$ cat src/rtl/pixel_point_op_pipe.sv
// Streaming per-pixel point operation (brighten, darken, threshold, invert) with a
// per-frame config lock, a two-stage valid/ready pipeline and per-frame beat counting.
`timescale 1ns/1ps

module pixel_point_op_pipe #(
  parameter int unsigned PIX_W    = 8,
  parameter int unsigned CHANNELS = 1,
  parameter int unsigned CNT_W    = 20
) (
  input  logic                      clk,
  input  logic                      rst,
  input  logic [1:0]                select,
  input  logic [PIX_W-1:0]          value,
  input  logic [PIX_W-1:0]          threshold,
  input  logic                      in_valid,
  output logic                      in_ready,
  input  logic [PIX_W*CHANNELS-1:0] in_data,
  input  logic                      in_last,
  output logic                      out_valid,
  input  logic                      out_ready,
  output logic [PIX_W*CHANNELS-1:0] out_data,
  output logic                      out_last,
  output logic [CNT_W-1:0]          pix_count,
  output logic                      frame_done
);

  localparam int unsigned     DataW  = PIX_W * CHANNELS;
  localparam logic [PIX_W-1:0] MaxPix = {PIX_W{1'b1}};
  localparam logic [CNT_W-1:0] MaxCnt = {CNT_W{1'b1}};

  typedef enum logic [0:0] {StIdle, StInFrame} state_e;

  state_e           state_q;
  logic [1:0]       cfg_select_q;
  logic [PIX_W-1:0] cfg_value_q;
  logic [PIX_W-1:0] cfg_thresh_q;

  logic             s1_valid_q;
  logic [DataW-1:0] s1_data_q;
  logic             s1_last_q;
  logic [1:0]       s1_select_q;
  logic [PIX_W-1:0] s1_value_q;
  logic [PIX_W-1:0] s1_thresh_q;

  logic             out_valid_q;
  logic [DataW-1:0] out_data_q;
  logic             out_last_q;
  logic [CNT_W-1:0] pix_count_q;
  logic             frame_done_q;

  logic             en;
  logic             accept;
  logic             out_hs;
  logic [1:0]       eff_select;
  logic [PIX_W-1:0] eff_value;
  logic [PIX_W-1:0] eff_thresh;
  logic [DataW-1:0] result;

  // Both stages move together; a stalled output freezes the whole pipe.
  assign en       = !out_valid_q | out_ready;
  assign in_ready = en & !rst;
  assign accept   = in_valid & in_ready;
  assign out_hs   = out_valid_q & out_ready;

  // The first beat of a frame uses the live config; later beats use the latched copy.
  always_comb begin
    eff_select = select;
    eff_value  = value;
    eff_thresh = threshold;
    if (state_q == StInFrame) begin
      eff_select = cfg_select_q;
      eff_value  = cfg_value_q;
      eff_thresh = cfg_thresh_q;
    end
  end

  // Config FSM: latch config on the first accepted beat, release on the last.
  always_ff @(posedge clk or posedge rst) begin
    if (rst) begin
      state_q      <= StIdle;
      cfg_select_q <= '0;
      cfg_value_q  <= '0;
      cfg_thresh_q <= '0;
    end else if (accept) begin
      case (state_q)
        StIdle: begin
          cfg_select_q <= select;
          cfg_value_q  <= value;
          cfg_thresh_q <= threshold;
          state_q      <= in_last ? StIdle : StInFrame;
        end
        default: begin
          if (in_last) state_q <= StIdle;
        end
      endcase
    end
  end

  // Stage 1: capture the beat together with the config it must be processed with.
  always_ff @(posedge clk or posedge rst) begin
    if (rst) begin
      s1_valid_q  <= 1'b0;
      s1_data_q   <= '0;
      s1_last_q   <= 1'b0;
      s1_select_q <= '0;
      s1_value_q  <= '0;
      s1_thresh_q <= '0;
    end else if (en) begin
      s1_valid_q <= accept;
      if (accept) begin
        s1_data_q   <= in_data;
        s1_last_q   <= in_last;
        s1_select_q <= eff_select;
        s1_value_q  <= eff_value;
        s1_thresh_q <= eff_thresh;
      end
    end
  end

  // Per-channel point operation on the stage-1 sample.
  for (genvar k = 0; k < CHANNELS; k++) begin : g_ch
    logic [PIX_W-1:0] p;
    logic [PIX_W:0]   sum;
    logic [PIX_W-1:0] r;

    assign p   = s1_data_q[k*PIX_W +: PIX_W];
    assign sum = {1'b0, p} + {1'b0, s1_value_q};

    // Select the operation result for this channel.
    always_comb begin
      r = '0;
      unique case (s1_select_q)
        2'b00: r = sum[PIX_W] ? MaxPix : sum[PIX_W-1:0];
        2'b01: r = (p >= s1_value_q) ? (p - s1_value_q) : '0;
        2'b10: r = (p > s1_thresh_q) ? MaxPix : '0;
        2'b11: r = MaxPix - p;
      endcase
    end

    assign result[k*PIX_W +: PIX_W] = r;
  end

  // Stage 2: registered result drives the output stream.
  always_ff @(posedge clk or posedge rst) begin
    if (rst) begin
      out_valid_q <= 1'b0;
      out_data_q  <= '0;
      out_last_q  <= 1'b0;
    end else if (en) begin
      out_valid_q <= s1_valid_q;
      out_last_q  <= s1_valid_q & s1_last_q;
      if (s1_valid_q) out_data_q <= result;
    end
  end

  // Beat counter (saturating) and end-of-frame pulse, both keyed on output handshakes.
  always_ff @(posedge clk or posedge rst) begin
    if (rst) begin
      pix_count_q  <= '0;
      frame_done_q <= 1'b0;
    end else begin
      frame_done_q <= 1'b0;
      if (out_hs) begin
        if (out_last_q) begin
          pix_count_q  <= '0;
          frame_done_q <= 1'b1;
        end else if (pix_count_q != MaxCnt) begin
          pix_count_q <= pix_count_q + CNT_W'(1);
        end
      end
    end
  end

  assign out_valid  = out_valid_q;
  assign out_data   = out_data_q;
  assign out_last   = out_last_q;
  assign pix_count  = pix_count_q;
  assign frame_done = frame_done_q;

endmodule

$ cat config.mk
export PLATFORM = sky130hd
export DESIGN_NAME = pixel_point_op_pipe
export DESIGN_NICKNAME = d
export VERILOG_FILES = /design/src/rtl/pixel_point_op_pipe.sv
export SDC_FILE = /design/constraint.sdc
export NUM_CORES = 1
export LEC_CHECK = 0
export CAP_MARGIN = 0
export CELL_PAD_IN_SITES_DETAIL_PLACEMENT = 0
export CELL_PAD_IN_SITES_GLOBAL_PLACEMENT = 2
export CORE_MARGIN = 1
export CORE_UTILIZATION = 35
export CTS_CLUSTER_DIAMETER = 120
export DETAILED_ROUTE_END_ITERATION = 10
export GPL_TIMING_DRIVEN = 1
export PLACE_DENSITY = 0.91
export SLEW_MARGIN = 0
export SYNTH_ARGS = -nofsm -noshare
export SYNTH_HDL_FRONTEND = slang
export SYNTH_SLANG_ARGS = --single-unit
$ cat constraint.sdc
create_clock -name clk -period 2.8 [get_ports clk]
set_clock_uncertainty 0.1 [all_clocks]
set_input_delay 0.56 -clock clk [delete_from_list [all_inputs] [get_ports clk]]
set_output_delay 0.56 -clock clk [all_outputs]
set_load 0.01 [all_outputs]
* After elaboration in Yosys (flattened, before gate mapping)
Index checks and enable logic that the tools add are counted.
Operators by class: add/sub/neg operators 4, $lt $le $gt $ge 2, equality and inequality tests 4, mux-type cells 12, bitwise gates (word level) 5, reduce and logical (&&, ||, !) cells 7
Operators with widths (count):
- two-way mux 20 bit | 2
- two-way mux 8 bit | 5
- case mux 8 bit (4 select lines) | 1
- adder 20 x 1 -> 20 bit (second input constant) | 1
- != test 20 bit (second input constant) | 1
- adder 8 x 8 -> 9 bit | 1
- >= comparator 8 bit | 1
- > comparator 8 bit | 1
- subtractor 8 bit | 1
- subtractor 8 bit (first input constant) | 1
- AND reduction 2 bit | 3
- bitwise AND 1 bit | 4
- equality test 2 bit (second input constant) | 2
- two-way mux 1 bit | 3
- equality test 2 x 1 -> 1 bit (second input constant) | 1
- zero test 1 bit | 2
- zero test 2 bit | 1
- two-way mux 2 bit | 1
- nonzero test 2 bit | 1
- bitwise OR 1 bit | 1
Storage, ports and cells: bits in registers 78, bits of input ports 31, logic and storage cells 49

* Longest topological paths before layout
Gate-level depths: netlist (run 1).
depth in word-level cells 5, gate-level depth with buffers 10

* Worst setup path after synthesis (run 1)
Ideal clock, no wire load.
path type register to register, from register s1_data_q[0] (netlist: g_ch[0].p[0]), to register out_data_q[3] (netlist: out_data[3]), arrival time 1995 ps, data required time 2565 ps, path slack 570 ps, stages on the path, launching flop included 11, path buffers 0, period minus slack after synthesis 2230 ps, path through dfrtp_1 inv_1 ha_1 inv_1 fa_1 nand3_1 a311oi_1 o21ai_2 inv_1 a2111oi_0 o31ai_1
On the way: word-level cells in the longest chain between the ends 3
Ends and longest elaborated chain:
- start: declaration | line 39 | logic [DataW-1:0] s1_data_q;
- start signal: assignment | line 111 | s1_data_q <= in_data;
- subtractor 8 bit (tied with other cells) | line 134 | 2'b01: r = (p >= s1_value_q) ? (p - s1_value_q) : '0;
- two-way mux 8 bit (on tied branches) | line 134, 133, 135
- case mux 8 bit (4 select lines) (*) | line 132 | unique case (s1_select_q)
- end signal: assignment | line 152 | if (s1_valid_q) out_data_q <= result;
- end: declaration | line 46 | logic [DataW-1:0] out_data_q;
Every way passes the cells marked *; elsewhere a longest branch is shown, timed or not. A chain may end at the register's enable or synchronous reset.

* Final worst setup path (run 1)
from input out_ready, to output in_ready
On the way: word-level cells in the longest chain between the ends 2
Ends and longest elaborated chain:
- start: declaration | line 20 | input logic out_ready,
- bitwise OR 1 bit | line 60 | assign en = !out_valid_q | out_ready;
- bitwise AND 1 bit | line 61 | assign in_ready = en & !rst;
- end: declaration | line 16 | output logic in_ready,
Every way passes these cells.

==> flow_metrics.env, run 1 <==
export IMPL_cp_arrival_ns=1.92
export IMPL_cp_slowest_stage_delay_ns=0.55
export IMPL_ir_drop_v=0.0003478
export IMPL_remaining_drc_errors=0
export IMPL_num_rows=40
export IMPL_worst_path_dominant_cell_family="buffers and inverters"
export IMPL_synth_area_leader_cell="dfrtp_1"
export IMPL_path_class="input pin to primary output"
export IMPL_start_kind="input pin"
export IMPL_drt_wl_total_um=9491
export IMPL_cts_tree="done"
export IMPL_worstSkewPairLatency_ns=0.34
export IMPL_crit_top_cell="clkdlybuf4s50_1"
export IMPL_grt_overflow=0
export IMPL_nets=569
export IMPL_die_x_um=114.7
export IMPL_finalMaxSlewViolations=0
export IMPL_final_cell_mix="dfrtp_1, clkdlybuf4s50_1, nor2_1"
export IMPL_dp_cells=668
export IMPL_cts_buffers=9
export IMPL_ys_flop_type="dfrtp_1"
export IMPL_syn_area_um2=4444
export IMPL_track_usage_pct=15.49
export IMPL_dpl_hpwl_um=7050
export IMPL_io_buffers=62
export IMPL_tns_ns=0
export IMPL_async_reset_ff_share_pct=100.0
export IMPL_clk_pin_slew_worst_paths_ns=0.07
export IMPL_ios=63
export IMPL_fmax_mhz=387.5
export IMPL_clockRootBuffer="clkbuf_16"
export IMPL_cts_resized=0
export IMPL_reg2regPathDepth=10
export IMPL_cts_buffer_depth=2
export IMPL_synth_top_area_share_pct=43.92
export IMPL_hold_path_class="flip-flop to flip-flop"
export IMPL_crit_path_end_kind="primary output"
export IMPL_critPathSlowestCell="clkdlybuf4s50_1"
export IMPL_cp_buffers_inverters=2
export IMPL_status="completed"
export IMPL_synth_distinct_cells=58
export IMPL_ant_nets=0
export IMPL_grt_pass1_wl_um=15930
export IMPL_final_cell_area_um2=5639
export IMPL_worstMarginPinSlew_ns=0.5704
export IMPL_relSlewSlack_pct=61.83
export IMPL_p_leak_nw=2.497
export IMPL_cp_data_required_time_ns=2.14
export IMPL_drt_pass1_iter_count=4
export IMPL_cts_hold_buffers_added=0
export IMPL_dpl_cell_area_um2=5315
export IMPL_rsz0062_at_grt="no"
export IMPL_avgSynthCellArea_um2=10.05
export IMPL_drive_above_1_share_pct=13.57
export IMPL_fin_crit_ns=2.581
export IMPL_initial_core_util_pct=36.39
export IMPL_synth_fp_nets=500
export IMPL_rrSetupSlack_ns=0.28
export IMPL_rr_endpoint="out_data[5]"
export IMPL_crit_fanout=6
export IMPL_synth_area_leaders="dfrtp_1, ha_1, mux2_2, nor2_1, mux2i_1"
export IMPL_area_growth_pct=26.89
export IMPL_ys_seq_elements=78
export IMPL_drt_iter0_drc=143
export IMPL_dieArea_um2=13150
export IMPL_synth_edf_count=0
export IMPL_finalHoldViolCount=0
export IMPL_power_mw=4.676
export IMPL_avgRoutedWirePerCell_um=13.88
export IMPL_whs_path_depth=2
export IMPL_antenna_cells=0
export IMPL_yosysWarnings=0
export IMPL_place_congestion=0.8326
export IMPL_fin_util_pct=46.18
export IMPL_hold_path_endpoint="out_data[4]"
export IMPL_hp_start="out_data[4]"
export IMPL_seq_area_frac_synth_pct=43.92
export IMPL_cap_viol_max_count=0
export IMPL_finalSetupViolCount=0
export IMPL_postCtsSetupRepairBufs=0
export IMPL_h_tree_depth=3
export IMPL_layout_worst_path_cycle_share_pct=92.16
export IMPL_die_h_um=114.7
export IMPL_cts_sinks=78
export IMPL_core_area_um2=12210
export IMPL_vias=3373
export IMPL_antenna_found_initial=0
export IMPL_grt_max_degree=79
export IMPL_instances_no_fill=684
export IMPL_cp_depth=4
export IMPL_reg2reg_from="g_ch[0].p[0]"
export IMPL_drt_vias_per_instance=4.931
export IMPL_grt_pass1_vias=3285
export IMPL_powerDensity_nw_per_um2=829.2
export IMPL_worstPathCellList="clkdlybuf4s50_1, and2b_4, nor2_2, clkdlybuf4s50_1"
export IMPL_postSynthCellCount=442
export IMPL_final_common_cell="dfrtp_1"
==> final cells by class <==
cell class	count	area, um^2
fill	1196	6573
multi-input combinational	319	2286
sequential	78	1952
timing repair buffer	77	770.7
clock buffer	9	225.2
tap	168	210.2
clock inverter	7	97.59
inverter	26	97.59
==> tightest hold or removal path, cell delays in order (launching register included) <==
cell and delay (ns):
dfrtp_1 0.34, nand2_1 0.04, o21ai_0 0.06
==> sequential cells by signal (all words and copies together), names as in the netlist <==
signal / count
s1_thresh_q: 8
out_valid: 1
s1_valid_q: 1
state_q: 1
s1_last_q: 1
frame_done: 1
out_data: 8
cfg_select_q: 2
pix_count: 20
out_last: 1
s1_value_q: 8
g_ch.p: 8
cfg_value_q: 8
cfg_thresh_q: 8
s1_select_q: 2
==> report_power, final <==
group	internal (mW)	switching (mW)
sequential	1.43	0.220
clock	0.783	0.480
combinational	0.882	0.886
total	3.09	1.59
==> worst max path at each step <==
stage / startpoint / slack [ns] / endpoint
after floorplan: rst / 0.14 / cfg_select_q[0]
after global placement: out_ready / 0.23 / in_ready
after detailed placement: out_ready / 0.21 / cfg_value_q[1]
after CTS: out_ready / 0.21 / in_ready
after global routing: g_ch[0].p[0] / 0.05 / out_data[5]
final: out_ready / 0.22 / in_ready
==> kinds of logic after synthesis <==
family	count (synthesis)	share of synthesized area (%)
multiplexers	46	11.20
buffers and inverters	45	4.673
AO/OA/AOI/OAI	79	11.63
XOR/XNOR	21	4.139
adder cells (fa/ha/maj)	27	7.939
AND/OR/NAND/NOR	146	16.50
flip-flops	78	43.92
==> synth_stat cells (all sizes together), types with 3 or more instances <==
| cell type | number |
|---|---|
| nand3 | 10 |
| nand2 | 29 |
| inv | 26 |
| mux2 | 27 |
| nor4 | 3 |
| o32ai | 5 |
| o22ai | 3 |
| a311oi | 3 |
| xnor2 | 12 |
| buf | 13 |
| mux2i | 19 |
| o21ai | 12 |
| xor2 | 9 |
| a21o | 4 |
| and3 | 3 |
| nor2b | 7 |
| a21oi | 31 |
| ha | 25 |
| nor3b | 5 |
| o31ai | 5 |
| and4 | 3 |
| clkbuf | 6 |
| o21a | 3 |
| nor2 | 56 |
| dfrtp | 78 |
| nand4 | 9 |
| nor3 | 11 |
==> metrics by stage <==
| step | worst slack [ns] | hold WS, ns |
|---|---|---|
| floorplan | 0.1450 | 0.3579 |
| global route | 0.05130 | 0.4017 |
| global placement | 0.2293 | 0.3665 |
| detailed placement | 0.2084 | 0.3735 |
| CTS | 0.2147 | 0.3888 |
| finish | 0.2195 | 0.3778 |
==> layer usage <==
| metal | global-route usage [%] | vias to the layer above | part of all wire, % |
|---|---|---|---|
| met3 | 3.070 | 9 | 3.5 |
| li1 | - | 1695 | - |
| met1 | 21.13 | 1613 | 49 |
| met4 | 5.541 | 0 | 1.5 |
| met5 | 0 | - | 0 |
| met2 | 24.40 | 56 | 46 |
Power figures use the tool's default switching activity.
==> run 2, diff against run 1 <==
Settings changed: CTS_CLUSTER_SIZE set to 25.
==> results of run 2 <==
The final DEF is identical to that of run 1; final timing and power are the same.
==> run 3, diff against run 2 <==
Settings changed: SETUP_SLACK_MARGIN set to 0.3, SLEW_MARGIN 0 to unset.
==> run 3 against run 2 <==
Net effect: first-iteration DRC count grew 41%; critical endpoint is now out_data[0]; global-route usage is 0.60 points higher; non-clock buffer count unchanged; power increased by 2.1%; largest cell class unchanged; cell count stayed put; final area grew 1.7%; via count grew 2.1%; worst hold slack hardly changed.
==> flow_metrics.env, run 3 (same netlist as run 1, synthesis figures left out) <==
export IMPL_final_cell_area_um2=5734
export IMPL_core_area_um2=12210
export IMPL_h_tree_depth=3
export IMPL_antenna_found_initial=0
export IMPL_grt_max_degree=50
export IMPL_largest_reg_flops=20
export IMPL_drt_pass1_iter_count=4
export IMPL_fin_ws_ns=0.3869
export IMPL_ir_drop_v=0.0003576
export IMPL_cts_sinks=78
export IMPL_instances_no_fill=684
export IMPL_dr_wl_met3_um=409
export IMPL_cp_arrival_ns=2.52
export IMPL_remaining_drc_errors=0
export IMPL_avgRoutedWirePerCell_um=14.25
export IMPL_ant_nets=0
export IMPL_crit_fanout=5
export IMPL_die_h_um=114.7
export IMPL_nets=569
export IMPL_dpl_hpwl_um=7099
export IMPL_routed_wl_met2_um=4372
export IMPL_num_rows=40
export IMPL_power_mw=4.775
export IMPL_path_class="flip-flop to flip-flop"
export IMPL_finalHoldViolCount=0
export IMPL_tns_ns=0
export IMPL_cap_viol_max_count=0
export IMPL_worstSkewPairLatency_ns=0.34
export IMPL_fmax_mhz=414.4
export IMPL_ios=63
export IMPL_initial_core_util_pct=36.39
export IMPL_dp_cells=667
export IMPL_clk_pin_slew_worst_paths_ns=0.06
export IMPL_p_leak_nw=2.500
export IMPL_hold_path_class="flip-flop to flip-flop"
export IMPL_cts_buffer_depth=2
export IMPL_cts_buffers=9
export IMPL_rsz0062_at_grt="no"
export IMPL_grt_pass1_wl_um=16470
export IMPL_area_growth_pct=29.03
export IMPL_dp_slack_ns=0.2283
export IMPL_fin_crit_ns=2.413
export IMPL_drt_wl_total_um=9748
export IMPL_wl_met1_um=4762
export IMPL_cts_hold_buffers_added=0
export IMPL_crit_path_end_kind="flip-flop"
export IMPL_track_usage_pct=16.09
export IMPL_grt_overflow=0
export IMPL_fin_util_pct=46.96
export IMPL_dpl_cell_area_um2=5311
export IMPL_holdWs_ns=0.3780
export IMPL_antenna_cells=0
export IMPL_worstMarginPinSlew_ns=0.9007
export IMPL_clockRootBuffer="clkbuf_16"
export IMPL_finalSetupViolCount=0
export IMPL_cp_data_required_time_ns=2.90
export IMPL_die_x_um=114.7
export IMPL_vias=3444
export IMPL_top_layer="met4"
export IMPL_powerDensity_nw_per_um2=832.8
export IMPL_place_congestion=0.7908
export IMPL_final_common_cell="dfrtp_1"
export IMPL_dieArea_um2=13150
export IMPL_status="completed"
export IMPL_grt_pass1_vias=3364
export IMPL_final_cell_mix="dfrtp_1, clkdlybuf4s50_1, nor2_1"
export IMPL_cts_tree="done"
export IMPL_drt_iter0_drc=202
export IMPL_finalMaxSlewViolations=0
export IMPL_rrSetupSlack_ns=0.39
export IMPL_drt_vias_per_instance=5.035
export IMPL_start_kind="flip-flop"
export IMPL_io_buffers=62
export IMPL_drive_above_1_share_pct=16.28
export IMPL_relSlewSlack_pct=39.73
export IMPL_layout_worst_path_cycle_share_pct=86.18
[run 3: final cells by class]
class | count | area (um^2)
Tap cell | 168 | 210.2
Clock buffer | 11 | 242.7
Fill cell | 1198 | 6477
Multi-Input combinational cell | 319 | 2400
Sequential cell | 78 | 1953
Clock inverter | 5 | 57.56
Inverter | 26 | 101.3
Timing Repair Buffer | 77 | 769.5
[run 3: where the power goes]
group	internal (mW)	switching (mW)	leakage [nW]
clock network	0.716	0.471	0.150
registers	1.43	0.230	0.955
logic	0.967	0.966	1.40
[run 3: metal layers]
metal	vias up	GRT usage [%]
met5	-	0
met4	0	8.052
met3	14	2.488
met2	93	23.96
met1	1640	22.67
li1	1697	-
[run 3: path summary, 6_finish.rpt]
kind / cells after the start / endpoint / start
hold reg to reg: 2 / out_data[1] / out_data[1]
setup / recovery: 11 / out_data[0] / g_ch[0].p[0]
max in group asynchronous: 3 / g_ch[0].p[1] / rst
setup reg to reg: 11 / out_data[0] / g_ch[0].p[0]
hold / removal: 2 / out_data[1] / out_data[1]
min in group asynchronous: 2 / out_last / rst
[run 3: worst max-delay path: stages, from the launching register on]
cell	delay (ns)
dfrtp_1	0.41
inv_2	0.08
ha_1	0.16
inv_1	0.06
fa_2	0.36
nand3_2	0.10
a311oi_2	0.11
o21ai_2	0.26
buf_4	0.18
o22ai_1	0.09
o32ai_2	0.28
o21ai_1	0.08
[run 3: what timing repair did]
action                                  CTS  global route
buffers inserted                          0             1
endpoints found under the setup margin    2             8
resized for setup                         2            22
gates cloned                              0             0
pin swaps                                 0             2
